## src/rtl/multicycle_control_if.sv

```systemverilog
// -----------------------------------------------------------------------------
// multicycle_control_if
//   Bundle of the opcode/memory-handshake inputs and the datapath control
//   outputs of the multicycle MIPS main control FSM.
//
//   master modport : the control FSM (consumes opcode_i/memReady_i, drives
//                    all datapath selects, enables and status flags)
//   slave modport  : the datapath / environment side (the mirror image)
//
//   Signals:
//     opcode_i       IR[31:26], only meaningful in DECODE
//     memReady_i     memory access completes this cycle
//     pcWrite_o      unconditional PC write
//     pcWriteCond_o  PC write if ALU zero
//     pcSrc_o        00 ALU, 01 ALUOut, 10 jump target
//     iorD_o         0 PC address, 1 ALUOut address
//     memRead_o      memory read request
//     memWrite_o     memory write request
//     irWrite_o      IR load enable
//     memToReg_o     1 write-back from MDR
//     regDst_o       1 rd, 0 rt
//     regWrite_o     register file write enable
//     aluSrcA_o      0 PC, 1 rs
//     aluSrcB_o      00 rt, 01 const 4, 10 signext imm, 11 imm<<2
//     aluOp_o        ALU control class (00 add, 01 sub, 10 funct)
//     state_o        current state code (debug)
//     illegal_o      sticky illegal-opcode trap flag
//     timeout_o      sticky memory-timeout trap flag
// -----------------------------------------------------------------------------
interface multicycle_control_if #(
  parameter int OP_W    = 6,
  parameter int ALUOP_W = 2
) ();

  logic [OP_W-1:0]    opcode_i;
  logic               memReady_i;
  logic               pcWrite_o;
  logic               pcWriteCond_o;
  logic [1:0]         pcSrc_o;
  logic               iorD_o;
  logic               memRead_o;
  logic               memWrite_o;
  logic               irWrite_o;
  logic               memToReg_o;
  logic               regDst_o;
  logic               regWrite_o;
  logic               aluSrcA_o;
  logic [1:0]         aluSrcB_o;
  logic [ALUOP_W-1:0] aluOp_o;
  logic [3:0]         state_o;
  logic               illegal_o;
  logic               timeout_o;

  modport master (
    input  opcode_i, memReady_i,
    output pcWrite_o, pcWriteCond_o, pcSrc_o, iorD_o, memRead_o, memWrite_o,
           irWrite_o, memToReg_o, regDst_o, regWrite_o, aluSrcA_o, aluSrcB_o,
           aluOp_o, state_o, illegal_o, timeout_o
  );

  modport slave (
    output opcode_i, memReady_i,
    input  pcWrite_o, pcWriteCond_o, pcSrc_o, iorD_o, memRead_o, memWrite_o,
           irWrite_o, memToReg_o, regDst_o, regWrite_o, aluSrcA_o, aluSrcB_o,
           aluOp_o, state_o, illegal_o, timeout_o
  );

endinterface

```

## src/rtl/multicycle_control.sv

```systemverilog
// -----------------------------------------------------------------------------
// multicycle_control
//   Multicycle MIPS main control FSM. Steps FETCH/DECODE/EXEC/MEM/WB one state
//   per clock, drives the shared-memory, IR, PC and ALU datapath selects,
//   stalls on memory ready and traps on illegal opcodes or memory timeout.
//
//   Ports:
//     clk_i   rising-edge clock
//     rst_i   synchronous, active-high reset
//     bus     multicycle_control_if.master (opcode/memReady in, controls out)
//
//   Configuration macro:
//     MC_JUMP_EN  when defined, OP_J decodes to the JUMP state (pcWrite=1,
//                 pcSrc=10); when undefined OP_J is trapped as illegal.
// -----------------------------------------------------------------------------
module multicycle_control #(
  parameter int              OP_W     = 6,
  parameter int              ALUOP_W  = 2,
  parameter logic [OP_W-1:0] OP_RTYPE = 6'h00,
  parameter logic [OP_W-1:0] OP_LW    = 6'h23,
  parameter logic [OP_W-1:0] OP_SW    = 6'h2B,
  parameter logic [OP_W-1:0] OP_BEQ   = 6'h04,
  parameter logic [OP_W-1:0] OP_J     = 6'h02,
  parameter int              TIMEOUT  = 16
) (
  input  logic                clk_i,
  input  logic                rst_i,
  multicycle_control_if.master bus
);

  localparam int              CNT_W    = (TIMEOUT > 1) ? $clog2(TIMEOUT) : 1;
  localparam logic [CNT_W-1:0] CNT_LAST = CNT_W'(TIMEOUT - 1);

  typedef enum logic [3:0] {
    S_FETCH  = 4'd0,
    S_DECODE = 4'd1,
    S_MEMADR = 4'd2,
    S_MEMRD  = 4'd3,
    S_MEMWB  = 4'd4,
    S_MEMWR  = 4'd5,
    S_EXEC   = 4'd6,
    S_ALUWB  = 4'd7,
    S_BRANCH = 4'd8,
    S_JUMP   = 4'd9,
    S_TRAP   = 4'd15
  } state_e;

  // Registered per-state control word. 'fetch' marks FETCH so that the
  // IR/PC load enables can be qualified by memReady_i at the output.
  typedef struct packed {
    logic               fetch;
    logic               pc_write;
    logic               pc_write_cond;
    logic [1:0]         pc_src;
    logic               iord;
    logic               mem_read;
    logic               mem_write;
    logic               mem_to_reg;
    logic               reg_dst;
    logic               reg_write;
    logic               alu_src_a;
    logic [1:0]         alu_src_b;
    logic [ALUOP_W-1:0] alu_op;
  } ctrl_t;

  localparam logic [ALUOP_W-1:0] ALU_ADD   = ALUOP_W'(0);
  localparam logic [ALUOP_W-1:0] ALU_SUB   = ALUOP_W'(1);
  localparam logic [ALUOP_W-1:0] ALU_FUNCT = ALUOP_W'(2);

  function automatic ctrl_t decode(input state_e s);
    ctrl_t c;
    c = '0;
    case (s)
      S_FETCH: begin
        c.fetch     = 1'b1;
        c.mem_read  = 1'b1;
        c.alu_src_b = 2'b01;
        c.alu_op    = ALU_ADD;
      end
      S_DECODE: begin
        c.alu_src_b = 2'b11;
        c.alu_op    = ALU_ADD;
      end
      S_MEMADR: begin
        c.alu_src_a = 1'b1;
        c.alu_src_b = 2'b10;
        c.alu_op    = ALU_ADD;
      end
      S_MEMRD: begin
        c.mem_read = 1'b1;
        c.iord     = 1'b1;
      end
      S_MEMWB: begin
        c.reg_write  = 1'b1;
        c.mem_to_reg = 1'b1;
      end
      S_MEMWR: begin
        c.mem_write = 1'b1;
        c.iord      = 1'b1;
      end
      S_EXEC: begin
        c.alu_src_a = 1'b1;
        c.alu_src_b = 2'b00;
        c.alu_op    = ALU_FUNCT;
      end
      S_ALUWB: begin
        c.reg_write = 1'b1;
        c.reg_dst   = 1'b1;
      end
      S_BRANCH: begin
        c.alu_src_a     = 1'b1;
        c.alu_op        = ALU_SUB;
        c.pc_write_cond = 1'b1;
        c.pc_src        = 2'b01;
      end
`ifdef MC_JUMP_EN
      S_JUMP: begin
        c.pc_write = 1'b1;
        c.pc_src   = 2'b10;
      end
`endif
      default: ;  // TRAP and unused codes: every control stays 0
    endcase
    return c;
  endfunction

  state_e           state_q, state_d;
  logic [CNT_W-1:0] cnt_q, cnt_d;
  logic             is_lw_q, is_lw_d;
  logic             illegal_q, illegal_d;
  logic             timeout_q, timeout_d;
  ctrl_t            ctrl_q, ctrl_d;
  logic             mem_wait;

  always_comb begin
    // NOTE: every always_comb output gets a default first so no path can infer a latch.
    state_d   = state_q;
    cnt_d     = '0;
    is_lw_d   = is_lw_q;
    illegal_d = illegal_q;
    timeout_d = timeout_q;

    case (state_q)
      S_FETCH:  if (bus.memReady_i) state_d = S_DECODE;
      S_DECODE: begin
        case (bus.opcode_i)
          OP_RTYPE: state_d = S_EXEC;
          OP_LW: begin
            state_d = S_MEMADR;
            is_lw_d = 1'b1;
          end
          OP_SW: begin
            state_d = S_MEMADR;
            is_lw_d = 1'b0;
          end
          OP_BEQ:   state_d = S_BRANCH;
`ifdef MC_JUMP_EN
          OP_J:     state_d = S_JUMP;
`endif
          default: begin
            state_d   = S_TRAP;
            illegal_d = 1'b1;
          end
        endcase
      end
      // The LW/SW split uses the class latched in DECODE, not the live opcode.
      S_MEMADR: state_d = is_lw_q ? S_MEMRD : S_MEMWR;
      S_MEMRD:  if (bus.memReady_i) state_d = S_MEMWB;
      S_MEMWB:  state_d = S_FETCH;
      S_MEMWR:  if (bus.memReady_i) state_d = S_FETCH;
      S_EXEC:   state_d = S_ALUWB;
      S_ALUWB:  state_d = S_FETCH;
      S_BRANCH: state_d = S_FETCH;
`ifdef MC_JUMP_EN
      S_JUMP:   state_d = S_FETCH;
`endif
      S_TRAP:   state_d = S_TRAP;
      default:  state_d = S_FETCH;
    endcase

    // Wait counter: only advances while a memory state is stalled; any other
    // cycle (including the ready cycle and every state entry) leaves it at 0.
    // A ready on the last allowed cycle skips this block and wins.
    if (mem_wait && !bus.memReady_i) begin
      if (cnt_q == CNT_LAST) begin
        state_d   = S_TRAP;
        timeout_d = 1'b1;
      end else begin
        cnt_d = cnt_q + CNT_W'(1);
      end
    end

    ctrl_d = decode(state_d);
  end

  assign mem_wait = (state_q == S_FETCH) || (state_q == S_MEMRD) || (state_q == S_MEMWR);

  always_ff @(posedge clk_i) begin
    // NOTE: sequential state uses non-blocking assignments so every flop samples pre-edge values.
    if (rst_i) begin
      state_q   <= S_FETCH;
      cnt_q     <= '0;
      is_lw_q   <= 1'b0;
      illegal_q <= 1'b0;
      timeout_q <= 1'b0;
      ctrl_q    <= decode(S_FETCH);
    end else begin
      state_q   <= state_d;
      cnt_q     <= cnt_d;
      is_lw_q   <= is_lw_d;
      illegal_q <= illegal_d;
      timeout_q <= timeout_d;
      ctrl_q    <= ctrl_d;
    end
  end

  // IR load and PC increment in FETCH happen only on the cycle the read lands.
  assign bus.irWrite_o     = ctrl_q.fetch & bus.memReady_i;
  assign bus.pcWrite_o     = (ctrl_q.fetch & bus.memReady_i) | ctrl_q.pc_write;
  assign bus.pcWriteCond_o = ctrl_q.pc_write_cond;
  assign bus.pcSrc_o       = ctrl_q.pc_src;
  assign bus.iorD_o        = ctrl_q.iord;
  assign bus.memRead_o     = ctrl_q.mem_read;
  assign bus.memWrite_o    = ctrl_q.mem_write;
  assign bus.memToReg_o    = ctrl_q.mem_to_reg;
  assign bus.regDst_o      = ctrl_q.reg_dst;
  assign bus.regWrite_o    = ctrl_q.reg_write;
  assign bus.aluSrcA_o     = ctrl_q.alu_src_a;
  assign bus.aluSrcB_o     = ctrl_q.alu_src_b;
  assign bus.aluOp_o       = ctrl_q.alu_op;
  assign bus.state_o       = state_q;
  assign bus.illegal_o     = illegal_q;
  assign bus.timeout_o     = timeout_q;

endmodule

```

## src/flat_wrapper.sv

```systemverilog
// flat-port wrapper written by rule: the top's interface ports become plain ports
module multicycle_control_flat 
#(
  parameter int              OP_W     = 6,
  parameter int              ALUOP_W  = 2,
  parameter logic [OP_W-1:0] OP_RTYPE = 6'h00,
  parameter logic [OP_W-1:0] OP_LW    = 6'h23,
  parameter logic [OP_W-1:0] OP_SW    = 6'h2B,
  parameter logic [OP_W-1:0] OP_BEQ   = 6'h04,
  parameter logic [OP_W-1:0] OP_J     = 6'h02,
  parameter int              TIMEOUT  = 16
)
  (clk_i, rst_i, bus_opcode_i, bus_memReady_i, bus_pcWrite_o, bus_pcWriteCond_o, bus_pcSrc_o, bus_iorD_o, bus_memRead_o, bus_memWrite_o, bus_irWrite_o, bus_memToReg_o, bus_regDst_o, bus_regWrite_o, bus_aluSrcA_o, bus_aluSrcB_o, bus_aluOp_o, bus_state_o, bus_illegal_o, bus_timeout_o);
  multicycle_control_if #(.OP_W(OP_W), .ALUOP_W(ALUOP_W)) bus_i ();
  input  logic clk_i;
  input  logic rst_i;
  input wire logic [$bits(bus_i.opcode_i)-1:0] bus_opcode_i;
  input wire logic [$bits(bus_i.memReady_i)-1:0] bus_memReady_i;
  output wire logic [$bits(bus_i.pcWrite_o)-1:0] bus_pcWrite_o;
  output wire logic [$bits(bus_i.pcWriteCond_o)-1:0] bus_pcWriteCond_o;
  output wire logic [$bits(bus_i.pcSrc_o)-1:0] bus_pcSrc_o;
  output wire logic [$bits(bus_i.iorD_o)-1:0] bus_iorD_o;
  output wire logic [$bits(bus_i.memRead_o)-1:0] bus_memRead_o;
  output wire logic [$bits(bus_i.memWrite_o)-1:0] bus_memWrite_o;
  output wire logic [$bits(bus_i.irWrite_o)-1:0] bus_irWrite_o;
  output wire logic [$bits(bus_i.memToReg_o)-1:0] bus_memToReg_o;
  output wire logic [$bits(bus_i.regDst_o)-1:0] bus_regDst_o;
  output wire logic [$bits(bus_i.regWrite_o)-1:0] bus_regWrite_o;
  output wire logic [$bits(bus_i.aluSrcA_o)-1:0] bus_aluSrcA_o;
  output wire logic [$bits(bus_i.aluSrcB_o)-1:0] bus_aluSrcB_o;
  output wire logic [$bits(bus_i.aluOp_o)-1:0] bus_aluOp_o;
  output wire logic [$bits(bus_i.state_o)-1:0] bus_state_o;
  output wire logic [$bits(bus_i.illegal_o)-1:0] bus_illegal_o;
  output wire logic [$bits(bus_i.timeout_o)-1:0] bus_timeout_o;
  assign bus_i.opcode_i = bus_opcode_i;
  assign bus_i.memReady_i = bus_memReady_i;
  assign bus_pcWrite_o = bus_i.pcWrite_o;
  assign bus_pcWriteCond_o = bus_i.pcWriteCond_o;
  assign bus_pcSrc_o = bus_i.pcSrc_o;
  assign bus_iorD_o = bus_i.iorD_o;
  assign bus_memRead_o = bus_i.memRead_o;
  assign bus_memWrite_o = bus_i.memWrite_o;
  assign bus_irWrite_o = bus_i.irWrite_o;
  assign bus_memToReg_o = bus_i.memToReg_o;
  assign bus_regDst_o = bus_i.regDst_o;
  assign bus_regWrite_o = bus_i.regWrite_o;
  assign bus_aluSrcA_o = bus_i.aluSrcA_o;
  assign bus_aluSrcB_o = bus_i.aluSrcB_o;
  assign bus_aluOp_o = bus_i.aluOp_o;
  assign bus_state_o = bus_i.state_o;
  assign bus_illegal_o = bus_i.illegal_o;
  assign bus_timeout_o = bus_i.timeout_o;
  multicycle_control #(.OP_W(OP_W), .ALUOP_W(ALUOP_W), .OP_RTYPE(OP_RTYPE), .OP_LW(OP_LW), .OP_SW(OP_SW), .OP_BEQ(OP_BEQ), .OP_J(OP_J), .TIMEOUT(TIMEOUT)) u_core (.clk_i(clk_i), .rst_i(rst_i), .bus(bus_i));
endmodule
```

## config.mk

```make
export PLATFORM = sky130hd
export DESIGN_NAME = multicycle_control_flat
export DESIGN_NICKNAME = d
export VERILOG_FILES = /design/src/rtl/multicycle_control_if.sv /design/src/rtl/multicycle_control.sv /design/src/flat_wrapper.sv
export SDC_FILE = /design/constraint.sdc
export NUM_CORES = 1
export LEC_CHECK = 0
export ABC_AREA = 1
export ABC_CLOCK_PERIOD_IN_PS = 1700
export CORE_MARGIN = 2
export CORE_UTILIZATION = 24
export CTS_CLUSTER_SIZE = 10
export DETAILED_ROUTE_END_ITERATION = 12
export PLACE_DENSITY = 0.42
export SETUP_SLACK_MARGIN = 0.1
export SYNTH_ARGS = -nofsm -noshare
export SYNTH_HDL_FRONTEND = slang
export SYNTH_SLANG_ARGS = --single-unit
export TNS_END_PERCENT = 100
```

## constraint.sdc

```tcl
create_clock -name clk_i -period 1.7 [get_ports clk_i]
set_input_delay 0.34 -clock clk_i [delete_from_list [all_inputs] [get_ports clk_i]]
set_output_delay 0.34 -clock clk_i [all_outputs]
set_load 0.05 [all_outputs]
```

Word-level counts from Yosys, hierarchy flattened

Cells that the tools add are included.
Widths: inputs -> output; s select.

Register bits after elaboration: 26
Bits of input ports: 9
Logic and storage cells: 78

Add/sub/neg operators: 1
Equality and inequality tests: 18
Muxes and demuxes: 20
Bitwise gates (word level): 4
Reductions and logical operators: 18

Operators with widths:

| operator            | number |
|---|---|
| $pmux 4 s7          | 1 |
| $eq 4x3->1 const B  | 6 |
| $mux 4              | 5 |
| $eq 4x2->1 const B  | 4 |
| $eq 4x4->1 const B  | 3 |
| $eq 6x6->1 const B  | 2 |
| $pmux 4 s3          | 1 |
| $eq 4x1->1 const B  | 2 |
| $logic_not 4->1     | 2 |
| $mux 1              | 8 |
| $reduce_or 2->1     | 4 |
| $eq 6x3->1 const B  | 1 |
| $logic_not 6->1     | 1 |
| $mux 3              | 2 |
| $pmux 2 s3          | 1 |
| $reduce_and 2->1    | 3 |
| $reduce_or 3->1     | 2 |
| $add 4x1->4 const B | 1 |
| $pmux 2 s2          | 1 |
| $reduce_or 4->1     | 1 |
| $logic_or 1x1->1    | 2 |
| $not 1->1           | 2 |
| $pmux 1 s2          | 1 |
| $reduce_bool 2->1   | 1 |
| 4 further kinds     | 4 |

Logic depth before layout (Yosys ltp)

Depth in word-level cells: 9
Depth in mapped cells: 12

Least setup slack after synthesis

Ideal clock, no wire load.

Path type: register to register
Start point: register u_core.state_q[2], in the netlist u_core.bus.state_o[2]
End point: register u_core.ctrl_q, in the netlist u_core.bus.memRead_o
Data arrival time: 1.549 ns
Path slack: 0.039 ns
Stages on the path, launching flop included: 12
Buffers on the path: 0
Clock period less this slack: 1.661 ns
Path through: dfxtp_1 > inv_1 > nor2_2 > nand2_2 > nand3_4 > nand2_4 > nor2_8 > nor2_2 > nand2_2 > nand2_1 > nand2_2 > nand2_2

Cells in the longest elaborated chain, start to end: 8
Elaborated cells on any way between the ends: 20
Those cells by class: 7 x eq/ne; 7 x mux; 6 x reduce/logical

RTL lines:

| element                                                            | RTL line                  | source |
|---|---|---|
| start, declared                                                    | multicycle_control.sv:127 | `state_e state_q, state_d;` |
| start signal, assigned                                             | multicycle_control.sv:208 | `state_q <= state_d;` |
| parallel branches: the longest is 4 deep, another holds $pmux 4 s7 | -                         |  |
| $mux 4 *                                                           | multicycle_control.sv:184 | `if (mem_wait && !bus.memReady_i) begin` |
| $eq 4x2->1 / $logic_not 4->1 (equally long branches)               | multicycle_control.sv:73  | `case (s)` |
| $reduce_or 2->1 (no source line) *                                 | -                         |  |
| $mux 1 *                                                           | multicycle_control.sv:73  |  |
| end signal, assigned                                               | multicycle_control.sv:206 | `ctrl_q <= decode(S_FETCH);` |
| end signal, assigned                                               | multicycle_control.sv:213 | `ctrl_q <= ctrl_d;` |
| end, declared                                                      | multicycle_control.sv:132 | `ctrl_t ctrl_q, ctrl_d;` |

Every way passes the cells marked *.
A chain may end at the register's enable or synchronous reset.

Worst setup path after layout

Start point: input port bus_memReady_i
End point: output port bus_irWrite_o

Cells in the longest elaborated chain, start to end: 1

RTL lines:

| element         | RTL line                  | source |
|---|---|---|
| start, declared | flat_wrapper.sv:18        | `input wire logic [$bits(bus_i.memReady_i)-1:0] bus_memReady_i;` |
| $and 1x1->1     | multicycle_control.sv:218 | `assign bus.irWrite_o = ctrl_q.fetch & bus.memReady_i;` |
| end, declared   | flat_wrapper.sv:25        | `output wire logic [$bits(bus_i.irWrite_o)-1:0] bus_irWrite_o;` |

Every way passes these cells.

==> results.cfg <==
[cells_and_area]
layout-drive-gt1-share_pct = 38.89
antenna_cells = 0
most-common-layout-cells = sky130_fd_sc_hd__buf_4, sky130_fd_sc_hd__nor2_1, sky130_fd_sc_hd__nand2_1
post-route-util_pct = 34.29
number_of_nets_in_the_layout = 209
post-route-cell-area_um2 = 1729
final_common_cell = sky130_fd_sc_hd__buf_4
sequential_cell_area_um2 = 485.5
n_fill_cell = 535
syn_to_final_growth_pct = 40.45
multi_input_area_um2 = 654.4

[grt]
grt_start_max_net_pins = 15
first_global_vias = 994
grt_util_met3_pct = 2.116
global_route.peak_usage_layer = met2
global_route.usage.total_pct = 10.34
grtUsageMet2_pct = 18.07
grtUsageMet1_pct = 12.87
initial_antenna_violation_count = 0
global_route.overflow_total = 0
grt_pass1_wl_mm = 4.422

[cts]
cts_max_level = 1
cts_sinks = 24
cts_root_buf = sky130_fd_sc_hd__clkbuf_8
clock_latency_ps = 260
clock_path_buffers = 2
numCtsBuffers = 3
clkTransAtPathRegs_ps = 90
tritoncts = done

[logic_synthesis]
synthesis.area_um2 = 1231
post_synth_num_cell_types = 24
synth-seq-area-share_pct = 39.02
count_of_yosys_warnings_during_synthesis = 0
mappedNetlistNets = 173
synth_cells = 163
syn_avg_cell_area_um2 = 7.553
synthDominantAreaCellType = sky130_fd_sc_hd__dfxtp_1
synth_top_cells_by_area = sky130_fd_sc_hd__dfxtp_1, sky130_fd_sc_hd__nor2_1, sky130_fd_sc_hd__nand2_1
postSynthRegisterBits = 24
post-synth-top-area-fraction_pct = 39.02

[sta]
finalHoldViolCount = 0
timing.final.crit_period_ps = 1530
finalCritPeriodShare_pct = 90.01
drv_slew = 0
hold-worst-slack_ps = 475.3
setup_repair_after_global_routing_missed_its_margin = no
fmax_mhz = 653.5
clock_skew_ps = 3.844
timing.final.ws_setup_ps = 169.9
final_setup_fails = 0

[min_path]
hold_class = register to register

[detailed_routing]
drc = 0
detailroute.via_count = 1052
routedWlPerCell_um = 10.30
detail_route.first_pass.iterations = 4
drt.antenna.violating_nets = 0
drt-vias-per-instance = 3.925
drt_iter0_markers = 32
routed_wl_mm = 2.761

[outcome]
run_status = completed

[die]
fp.coreArea_um2 = 5042
die-height_um = 75.63
width_of_the_die_um = 75.63
floorplan.initialDensity_pct = 24.42
core.rowCount = 26
die_area_um2 = 5719
design.portCount = 31

[critical_path]
worstSetupStartpointType = input port
required_ps = 1360
worstSetupPathType = input port to output pin
worst_setup_path_end_kind = output pin
worst-path-max-fanout = 3
cp.arrival_ps = 1190

[power_and_ir_drop]
power.ir.vdd_worst_mv = 0.4977
power_mw = 3.287
leakage_nw = 0.8906
pwr_density_cell_nw_per_um2 = 1901

[placement]
place_area_um2 = 1598
place.detailed.hpwl_mm = 2.248
dp_slack_ps = -131.1
gp_congestion = 0.8570
buffer_ports.inserted = 29

[flow_run]
drv.max_cap_violation_count = 0
[synthesized netlist by cell type]
master                      n
sky130_fd_sc_hd__inv_2      3
sky130_fd_sc_hd__nor2_4     3
sky130_fd_sc_hd__nand2_4    3
sky130_fd_sc_hd__xnor2_1    1
sky130_fd_sc_hd__nand4_1    1
sky130_fd_sc_hd__nor2_2     7
sky130_fd_sc_hd__clkbuf_1   1
sky130_fd_sc_hd__nor2_1    29
sky130_fd_sc_hd__o21ai_0    3
sky130_fd_sc_hd__buf_4      7
sky130_fd_sc_hd__nand3_4    2
sky130_fd_sc_hd__inv_1     19
sky130_fd_sc_hd__a21oi_1    4
sky130_fd_sc_hd__conb_1     1
sky130_fd_sc_hd__nand2_1   27
sky130_fd_sc_hd__nand2_2    7
sky130_fd_sc_hd__nand3_1   12
sky130_fd_sc_hd__nand3b_1   2
sky130_fd_sc_hd__nor2_8     1
sky130_fd_sc_hd__dfxtp_1   24
sky130_fd_sc_hd__ha_1       1
sky130_fd_sc_hd__nand3_2    3
sky130_fd_sc_hd__nand3b_2   1
sky130_fd_sc_hd__xor2_1     1
[state kept, by name (all words and copies together) (netlist names), 2 cells and up]
name / flops
u_core.bus.aluSrcB_o: 2
u_core.bus.state_o: 4
u_core.cnt_q: 4
u_core.bus.aluOp_o: 2
[worst max-delay path, stage by stage]
cell and delay (ps):
sky130_fd_sc_hd__clkdlybuf4s50_1 530, sky130_fd_sc_hd__nand2_1 80, sky130_fd_sc_hd__inv_2 100, sky130_fd_sc_hd__buf_12 140
[what timing repair did]
action,CTS,global route
gates resized for setup,1,14
setup endpoints to repair,1,5
gates cloned,0,0
buffers inserted,0,1
pin swaps,0,8
hold buffers,0,0
[cell families after synthesis]
group           count (synthesis)  synth area share (%)
buf+inv                        30                 11.28
other cells                     1                0.3046
flops                          24                 39.02
xor+xnor                        2                 1.423
fa+ha+maj                       1                 1.016
simple gates                   98                 44.10
compound gates                  7                 2.845
[power by group]
group | leakage (nW) | internal (mW) | switching (mW)
Sequential | 0.198 | 0.719 | 0.0930
Clock | 0.0357 | 0.314 | 0.188
Combinational | 0.657 | 0.686 | 1.29
[final cells by class]
type	instances	area share, %
Inverter	22	4.920
Tap cell	70	5.065
Sequential cell	24	28.08
Multi-Input combinational cell	109	37.84
Timing Repair Buffer	39	19.97
Clock buffer	3	2.388
Clock inverter	1	1.737
[final timing paths]
kind,from,end,slack [ps],depth (start not counted)
worst min register to register,u_core.bus.illegal_o,u_core.bus.illegal_o,480,2
worst min-delay path,u_core.bus.illegal_o,u_core.bus.illegal_o,480,2
worst max-delay path,bus_memReady_i,bus_irWrite_o,170,4
worst max register to register,u_core.cnt_q[0],u_core.bus.iorD_o,210,7
[per-layer routing]
layer | routed length, um | vias up | part of all wire (%)
met4 | 22 | 0 | 0.80
met2 | 1389 | 18 | 50
met1 | 1251 | 472 | 45
met3 | 99 | 2 | 3.6
li1 | - | 560 | -
met5 | 0 | - | 0
[per-stage QoR]
step,std cells,TNS (ps)
2_1_floorplan,163,0
3_3_place_gp,263,-587.4
3_5_place_dp,263,-627.0
4_1_cts,267,0
5_1_grt,268,0
6_report,268,0
(Power assumes the default switching activity.)
